===== src/rtl/hex_count_pkg.sv =====
`default_nettype none
// ============================================================================
// Package     : hex_count_pkg
// Description : Shared constants and helpers for the hex/BCD tick counter.
//               Provides the radix constants, the digit width and the
//               prescaler width function.
// Revision    : 1.0 - initial release
// ============================================================================
package hex_count_pkg;

  localparam int RADIX_HEX = 16;
  localparam int RADIX_BCD = 10;
  localparam int DIGIT_W   = 4;

  // Prescaler register width: clog2 of the divide ratio, never below one bit
  // so that a divide-by-1 configuration still has a legal register.
  function automatic int prescale_width(input int div);
    return (div <= 2) ? 1 : $clog2(div);
  endfunction

endpackage
`default_nettype wire


===== src/rtl/hex_tick_counter_if.sv =====
`default_nettype none
// ============================================================================
// Interface   : hex_tick_counter_if
// Description : Control/status bundle for hex_tick_counter.
//   master : drives Run, Up, Load, LoadVal, Clear; observes Digits, Tick, Wrap
//   slave  : the counter itself (the reverse directions)
//   Run     - level, prescaler advances / counter steps on terminal count
//   Up      - level, 1 = count up, 0 = count down
//   Load    - synchronous load strobe, LoadVal digit 0 in [3:0]
//   Clear   - synchronous clear strobe
//   Digits  - registered count, digit 0 in [3:0]
//   Tick    - one-cycle pulse per count step
//   Wrap    - one-cycle pulse when a step wraps the full count
// Revision    : 1.0 - initial release
// ============================================================================
interface hex_tick_counter_if
  import hex_count_pkg::*;
#(
  parameter int DIGITS = 4
);

  logic                        Run;
  logic                        Up;
  logic                        Load;
  logic [DIGIT_W*DIGITS-1:0]   LoadVal;
  logic                        Clear;
  logic [DIGIT_W*DIGITS-1:0]   Digits;
  logic                        Tick;
  logic                        Wrap;

  modport master (
    output Run, Up, Load, LoadVal, Clear,
    input  Digits, Tick, Wrap
  );

  modport slave (
    input  Run, Up, Load, LoadVal, Clear,
    output Digits, Tick, Wrap
  );

endinterface
`default_nettype wire


===== src/rtl/hex_digit_cell.sv =====
`default_nettype none
// ============================================================================
// Module      : hex_digit_cell
// Description : One counter digit register with ripple carry/borrow.
//   clk, rst    - clock, asynchronous active-high reset
//   i_step      - step enable (already qualified by clear/load priority)
//   i_up        - direction, 1 = increment, 0 = decrement
//   i_cin       - carry (up) / borrow (down) from the lower digit
//   i_load      - load enable, i_load_val saturated to RADIX-1
//   i_clear     - clear enable, highest synchronous priority
//   o_digit     - registered digit value
//   o_cout      - carry/borrow to the next digit (combinational)
// Revision    : 1.0 - initial release
// ============================================================================
module hex_digit_cell
  import hex_count_pkg::*;
#(
  parameter int RADIX = RADIX_HEX
) (
  input  wire logic               clk,
  input  wire logic               rst,
  input  wire logic               i_step,
  input  wire logic               i_up,
  input  wire logic               i_cin,
  input  wire logic               i_load,
  input  wire logic [DIGIT_W-1:0] i_load_val,
  input  wire logic               i_clear,
  output logic      [DIGIT_W-1:0] o_digit,
  output logic                    o_cout
);

  localparam logic [DIGIT_W-1:0] c_max = DIGIT_W'(RADIX - 1);

  logic [DIGIT_W-1:0] r_digit;
  logic               w_at_limit;
  logic [DIGIT_W-1:0] w_step_val;
  logic [DIGIT_W-1:0] w_load_sat;

  // Limit is the value that rolls over in the current direction.
  assign w_at_limit = i_up ? (r_digit == c_max) : (r_digit == '0);
  assign o_cout     = i_cin & w_at_limit;

  always_comb begin
    w_step_val = r_digit;
    if (i_up) begin
      w_step_val = w_at_limit ? '0 : r_digit + 1'b1;
    end else begin
      w_step_val = w_at_limit ? c_max : r_digit - 1'b1;
    end
  end

  // For hex c_max is 15, so the clamp is a no-op there.
  assign w_load_sat = (i_load_val > c_max) ? c_max : i_load_val;

  always_ff @(posedge clk or posedge rst) begin
    if (rst) begin
      r_digit <= '0;
    end else if (i_clear) begin
      r_digit <= '0;
    end else if (i_load) begin
      r_digit <= w_load_sat;
    end else if (i_step && i_cin) begin
      r_digit <= w_step_val;
    end
  end

  assign o_digit = r_digit;

endmodule
`default_nettype wire


===== src/rtl/hex_tick_counter.sv =====
`default_nettype none
// ============================================================================
// Module      : hex_tick_counter
// Description : Multi-digit hex/BCD up/down counter with clock prescaler.
//   Clock   - system clock, rising edge
//   Reset   - asynchronous active-high reset
//   bus     - hex_tick_counter_if.slave (Run, Up, Load, LoadVal, Clear in;
//             Digits, Tick, Wrap out)
// Revision    : 1.0 - initial release
// ============================================================================
module hex_tick_counter
  import hex_count_pkg::*;
#(
  parameter int DIGITS   = 4,
  parameter int RADIX    = RADIX_HEX,
  parameter int TICK_DIV = 50_000_000
) (
  input  wire logic          Clock,
  input  wire logic          Reset,
  hex_tick_counter_if.slave  bus
);

  localparam int              c_pw   = prescale_width(TICK_DIV);
  localparam logic [c_pw-1:0] c_term = c_pw'(TICK_DIV - 1);

  logic [c_pw-1:0]           r_pcnt;
  logic                      r_tick;
  logic                      r_wrap;
  logic                      w_term;
  logic                      w_step;
  logic [DIGITS:0]           w_carry;
  logic [DIGIT_W*DIGITS-1:0] w_digits;

  assign w_term = (r_pcnt == c_term);
  // A step that coincides with Clear or Load is dropped entirely.
  assign w_step = bus.Run & w_term & ~bus.Clear & ~bus.Load;

  // Digit 0 always sees an incoming carry; higher digits ripple.
  assign w_carry[0] = 1'b1;

  generate
    for (genvar i = 0; i < DIGITS; i++) begin : g_digit
      hex_digit_cell #(
        .RADIX (RADIX)
      ) u_cell (
        .clk        (Clock),
        .rst        (Reset),
        .i_step     (w_step),
        .i_up       (bus.Up),
        .i_cin      (w_carry[i]),
        .i_load     (bus.Load),
        .i_load_val (bus.LoadVal[DIGIT_W*i +: DIGIT_W]),
        .i_clear    (bus.Clear),
        .o_digit    (w_digits[DIGIT_W*i +: DIGIT_W]),
        .o_cout     (w_carry[i+1])
      );
    end
  endgenerate

  always_ff @(posedge Clock or posedge Reset) begin
    if (Reset) begin
      r_pcnt <= '0;
      r_tick <= 1'b0;
      r_wrap <= 1'b0;
    end else begin
      r_tick <= w_step;
      // Carry out of the top digit means every digit rolled over.
      r_wrap <= w_step & w_carry[DIGITS];
      if (bus.Clear || bus.Load) begin
        r_pcnt <= '0;
      end else if (bus.Run) begin
        r_pcnt <= w_term ? '0 : r_pcnt + 1'b1;
      end
    end
  end

  assign bus.Digits = w_digits;
  assign bus.Tick   = r_tick;
  assign bus.Wrap   = r_wrap;

endmodule
`default_nettype wire


===== src/flat_wrapper.sv =====
// flat-port wrapper written by rule: the top's interface ports become plain ports
module hex_tick_counter_flat import hex_count_pkg::*;
#(
  parameter int DIGITS   = 4,
  parameter int RADIX    = RADIX_HEX,
  parameter int TICK_DIV = 50_000_000
)
  (Clock, Reset, bus_Run, bus_Up, bus_Load, bus_LoadVal, bus_Clear, bus_Digits, bus_Tick, bus_Wrap);
  hex_tick_counter_if #(.DIGITS(DIGITS)) bus_i ();
  input  wire logic Clock;
  input  wire logic Reset;
  input wire logic [$bits(bus_i.Run)-1:0] bus_Run;
  input wire logic [$bits(bus_i.Up)-1:0] bus_Up;
  input wire logic [$bits(bus_i.Load)-1:0] bus_Load;
  input wire logic [$bits(bus_i.LoadVal)-1:0] bus_LoadVal;
  input wire logic [$bits(bus_i.Clear)-1:0] bus_Clear;
  output wire logic [$bits(bus_i.Digits)-1:0] bus_Digits;
  output wire logic [$bits(bus_i.Tick)-1:0] bus_Tick;
  output wire logic [$bits(bus_i.Wrap)-1:0] bus_Wrap;
  assign bus_i.Run = bus_Run;
  assign bus_i.Up = bus_Up;
  assign bus_i.Load = bus_Load;
  assign bus_i.LoadVal = bus_LoadVal;
  assign bus_i.Clear = bus_Clear;
  assign bus_Digits = bus_i.Digits;
  assign bus_Tick = bus_i.Tick;
  assign bus_Wrap = bus_i.Wrap;
  hex_tick_counter #(.DIGITS(DIGITS), .RADIX(RADIX), .TICK_DIV(TICK_DIV)) u_core (.Clock(Clock), .Reset(Reset), .bus(bus_i));
endmodule

===== config.mk =====
export PLATFORM = sky130hd
export DESIGN_NAME = hex_tick_counter_flat
export DESIGN_NICKNAME = d
export VERILOG_FILES = /design/src/rtl/hex_count_pkg.sv /design/src/rtl/hex_tick_counter_if.sv /design/src/rtl/hex_digit_cell.sv /design/src/rtl/hex_tick_counter.sv /design/src/flat_wrapper.sv
export SDC_FILE = /design/constraint.sdc
export NUM_CORES = 1
export LEC_CHECK = 0
export ABC_AREA = 1
export CELL_PAD_IN_SITES_DETAIL_PLACEMENT = 2
export CELL_PAD_IN_SITES_GLOBAL_PLACEMENT = 2
export CORE_ASPECT_RATIO = 0.75
export CORE_UTILIZATION = 38
export DETAILED_ROUTE_END_ITERATION = 6
export DONT_BUFFER_PORTS = 1
export PLACE_DENSITY = 0.95
export SKIP_LAST_GASP = 1
export SYNTH_ARGS = -nofsm -noshare
export SYNTH_HDL_FRONTEND = slang
export SYNTH_SLANG_ARGS = --single-unit

===== constraint.sdc =====
create_clock -name Clock -period 3.6 [get_ports Clock]
set_input_delay 0.54 -clock Clock [delete_from_list [all_inputs] [get_ports Clock]]
set_output_delay 0.54 -clock Clock [all_outputs]
set_load 0.01 [all_outputs]

==> reports/qor.csv <==
stage;metric;value;unit
worst_setup_path;CP top delay family;simple AND/OR/NAND/NOR gates;
logic_synthesis;Synth Register Bits;44;
die;Die W;108;µm
die;initial core utilization;40.0;%
place;I/O Buffers;0;
layout;fill count;1009;
logic_synthesis;Netlist cell types;31;
die;die height;81.8;µm
layout;Diodes inserted;0;
clock_network;CTS Buf Count;5;
clock_network;deepest clock path buffer count;2;
clock_network;H-tree depth;2;
route;drt first pass iters;4;
worst_setup_path;critical-path cell list;ha_1 > nand2_1 > nor2_4 > nand2_2 > nor2_4 > nand2_4 > o21ai_4 > nand2_1 > nand2_1 > nand2_1;
clock_network;Worst-path clk slew;70;ps
clock_network;cts repair resizes;0;
job;Max Cap Viol;0;
sta;fin crit period;2040;ps
logic_synthesis;Post-Syn Nets;517;
sta;endpoints failing setup;0;
grt;initial antenna violation count;0;
die;Ports;40;
power;LEAKAGE;0.00164;µW
grt;met1 usage;36.4;%
grt;global route overflow;0;
worst_setup_path;Worst setup SP type;register;
layout;Synth-to-Final Area Change;6.75;%
status;outcome;finished clean;
worst_setup_path;Crit-path slowest cell;dfrtp_1;
grt;met3 usage;5.56;%
sta;Peak Freq;490;MHz
worst_setup_path;Arr. time, crit path;2230;ps
grt;first-pass GRT wire length;18.9;mm
clock_network;CTS Hold Bufs;0;
min_path;Worst Hold Class;in2async;
logic_synthesis;syn avg cell area;6.64;µm²
sta;Worst Skew;9.55;ps
place;placed wire-length estimate;8.65;mm
die;Site Rows;28;
logic_synthesis;synthesized area;0.00323;mm²
sta;Relative slew margins;32.7;%
worst_setup_path;Buffers & Inverters on Critical Path;0;
clock_network;Root Driver;clkbuf_16;
grt;most used routing layer;met2;
route;DRC;0;
clock_network;Post-CTS Setup Bufs;0;
clock_network;CTS tree;yes;
sta;max-slew violation count;0;
grt;M2 GR Usage;48.7;%
place;RePlAce Congestion;0.824;
power;Pwr Density;373;mW/mm²
sta;fin crit share;56.7;%
layout;Layout Utilization;42.7;%
grt;vias in the first global route;3598;
route;wire per inst;20.4;µm
logic_synthesis;cell count after synthesis;486;
grt;GRT Overall Usage;28.3;%
sta;Total Neg Setup Slack;0;ps
sta;RSZ-0062 raised after global routing;false;
sta;worst-margin pin slew;1010;ps
route;Starting DRT DRC Count;158;
layout;layout cell share with drive strength beyond 1;7.05;%
worst_setup_path;Setup CP Type;reg2reg;
worst_setup_path;CP dominant cell by count;nand2_1;
die;die footprint;0.00887;mm²
worst_setup_path;crit path capture type;register;
worst_setup_path;critical path peak fanout;13;
layout;nets;512;
route;DR vias;3297;
die;Core Area;0.00806;mm²
sta;Final Hold Viols;0;
clock_network;worst-skew pair later-pin latency;300;ps
grt;largest net degree at the start of global routing;45;
logic_synthesis;Seq/Total Area, Yosys;34.1;%
worst_setup_path;required time of the critical path;3790;ps
route;Post-DRT Antenna Nets;0;
route;drt total wl;12.0;mm
route;vias per cell;5.62;
power;Peak supply drop;0.196;mV
worst_setup_path;CP peak stage delay;380;ps
clock_network;clk sinks;44;
logic_synthesis;Synthesis Warnings;0;
## cells by family after synthesis
family | Yosys count | share of synthesized area [%]
flip-flops | 44 | 34.1
AO/OA/AOI/OAI | 77 | 13.5
adder cells (fa/ha/maj) | 9 | 3.49
buffers and inverters | 76 | 9.50
AND/OR/NAND/NOR | 274 | 37.8
XOR/XNOR | 6 | 1.63
## worst paths after layout
path	startpoint	to	slack [ps]	cells past startpoint
worst max-delay path	u_core.r_pcnt[0]	u_core.g_digit[1].u_cell.o_digit[1]	1560	10
worst max register to register	u_core.r_pcnt[0]	u_core.g_digit[1].u_cell.o_digit[1]	1560	10
max in group asynchronous	Reset	u_core.g_digit[2].u_cell.o_digit[0]	2610	1
worst min register to register	u_core.r_pcnt[21]	u_core.r_pcnt[21]	530	1
worst min-delay path	Reset	u_core.r_pcnt[7]	350	1
min in group Clock	bus_Clear	u_core.g_digit[2].u_cell.o_digit[0]	430	3
## cells in the final DEF (no fill, tap or decap)
| cell | instances |
|---|---|
| a21oi_1 | 18 |
| a31oi_1 | 3 |
| buf_4 | 1 |
| clkbuf_16 | 5 |
| clkbuf_8 | 1 |
| clkinv_2 | 2 |
| dfrtp_1 | 44 |
| ha_1 | 9 |
| inv_1 | 60 |
| inv_2 | 3 |
| nand2_1 | 130 |
| nand2_2 | 4 |
| nand2_4 | 2 |
| nand3_1 | 48 |
| nand3b_1 | 3 |
| nand3b_2 | 1 |
| nand4_1 | 9 |
| nand4_2 | 1 |
| nor2_1 | 61 |
| nor2_2 | 4 |
| nor2_4 | 4 |
| nor3_1 | 2 |
| o211ai_1 | 8 |
| o21ai_0 | 28 |
| o21ai_1 | 10 |
| o21ai_4 | 1 |
| o22ai_1 | 6 |
| o31ai_1 | 3 |
| or2_2 | 5 |
| xnor2_1 | 1 |
| xor2_1 | 5 |
## report_power, final
part | leakage [µW] | internal [µW] | switching, µW | total (µW)
Clock | 0.0000766 | 275 | 215 | 490
Sequential | 0.000595 | 516 | 61.2 | 577
Combinational | 0.000964 | 70.9 | 147 | 218
## area by class of cell
cell class / instances / area (µm²) / share of cell area, %
Multi-Input combinational cell: 366 / 1820 / 52.8
Sequential cell: 44 / 1100 / 32.0
Inverter: 63 / 236 / 6.87
Clock buffer: 6 / 139 / 4.03
Tap cell: 105 / 131 / 3.81
Clock inverter: 2 / 10.0 / 0.291
Timing Repair Buffer: 1 / 7.51 / 0.218
## Yosys cell counts
cell type / instances / area share, %
nand4_2: 1 / 0.39
nor2_1: 61 / 7.1
o211ai_1: 8 / 1.9
o21ai_4: 1 / 0.50
o22ai_1: 6 / 1.2
clkbuf_1: 4 / 0.47
inv_1: 61 / 7.1
xor2_1: 5 / 1.4
nand3_1: 48 / 7.4
a31oi_1: 3 / 0.58
or2_2: 5 / 0.97
buf_1: 2 / 0.23
o21ai_0: 28 / 4.3
nand3b_2: 1 / 0.35
ha_1: 9 / 3.5
nor2_2: 4 / 0.78
dfrtp_1: 44 / 34
o31ai_1: 3 / 0.70
nand4_1: 9 / 1.7
buf_2: 5 / 0.78
nand2_2: 4 / 0.78
o21ai_1: 10 / 1.6
buf_6: 2 / 0.70
inv_2: 2 / 0.23
nor3_1: 2 / 0.31
xnor2_1: 1 / 0.27
nand2_4: 2 / 0.70
nor2_4: 4 / 1.4
nand2_1: 130 / 15
a21oi_1: 18 / 2.8
nand3b_1: 3 / 0.70
## sequential cells by signal, indices dropped and copies added, names as in the netlist
| register | flops |
|---|---|
| u_core.bus.Tick | 1 |
| u_core.bus.Wrap | 1 |
| u_core.g_digit.u_cell.o_digit | 16 |
| u_core.r_pcnt | 26 |
## routing by layer
layer	share of wire (%)	routed length [µm]
met1	46	5500
met4	1.5	180
met2	48	5710
met3	4.9	584
met5	0	0
## stage by stage
step / hold WS, ps / instance area, µm² / setup WS [ps] / total power [µW] / instances
finish: 352 / 3440 / 1560 / 1280 / 587
global route: 434 / 3440 / 1390 / 1330 / 587
floorplan: 475 / 3230 / 2030 / 730 / 486
CTS: 407 / 3440 / 1550 / 1280 / 587
detailed placement: 515 / 3300 / 1490 / 795 / 579
global placement: 491 / 3300 / 1680 / 773 / 579
(Power assumes the default switching activity.)
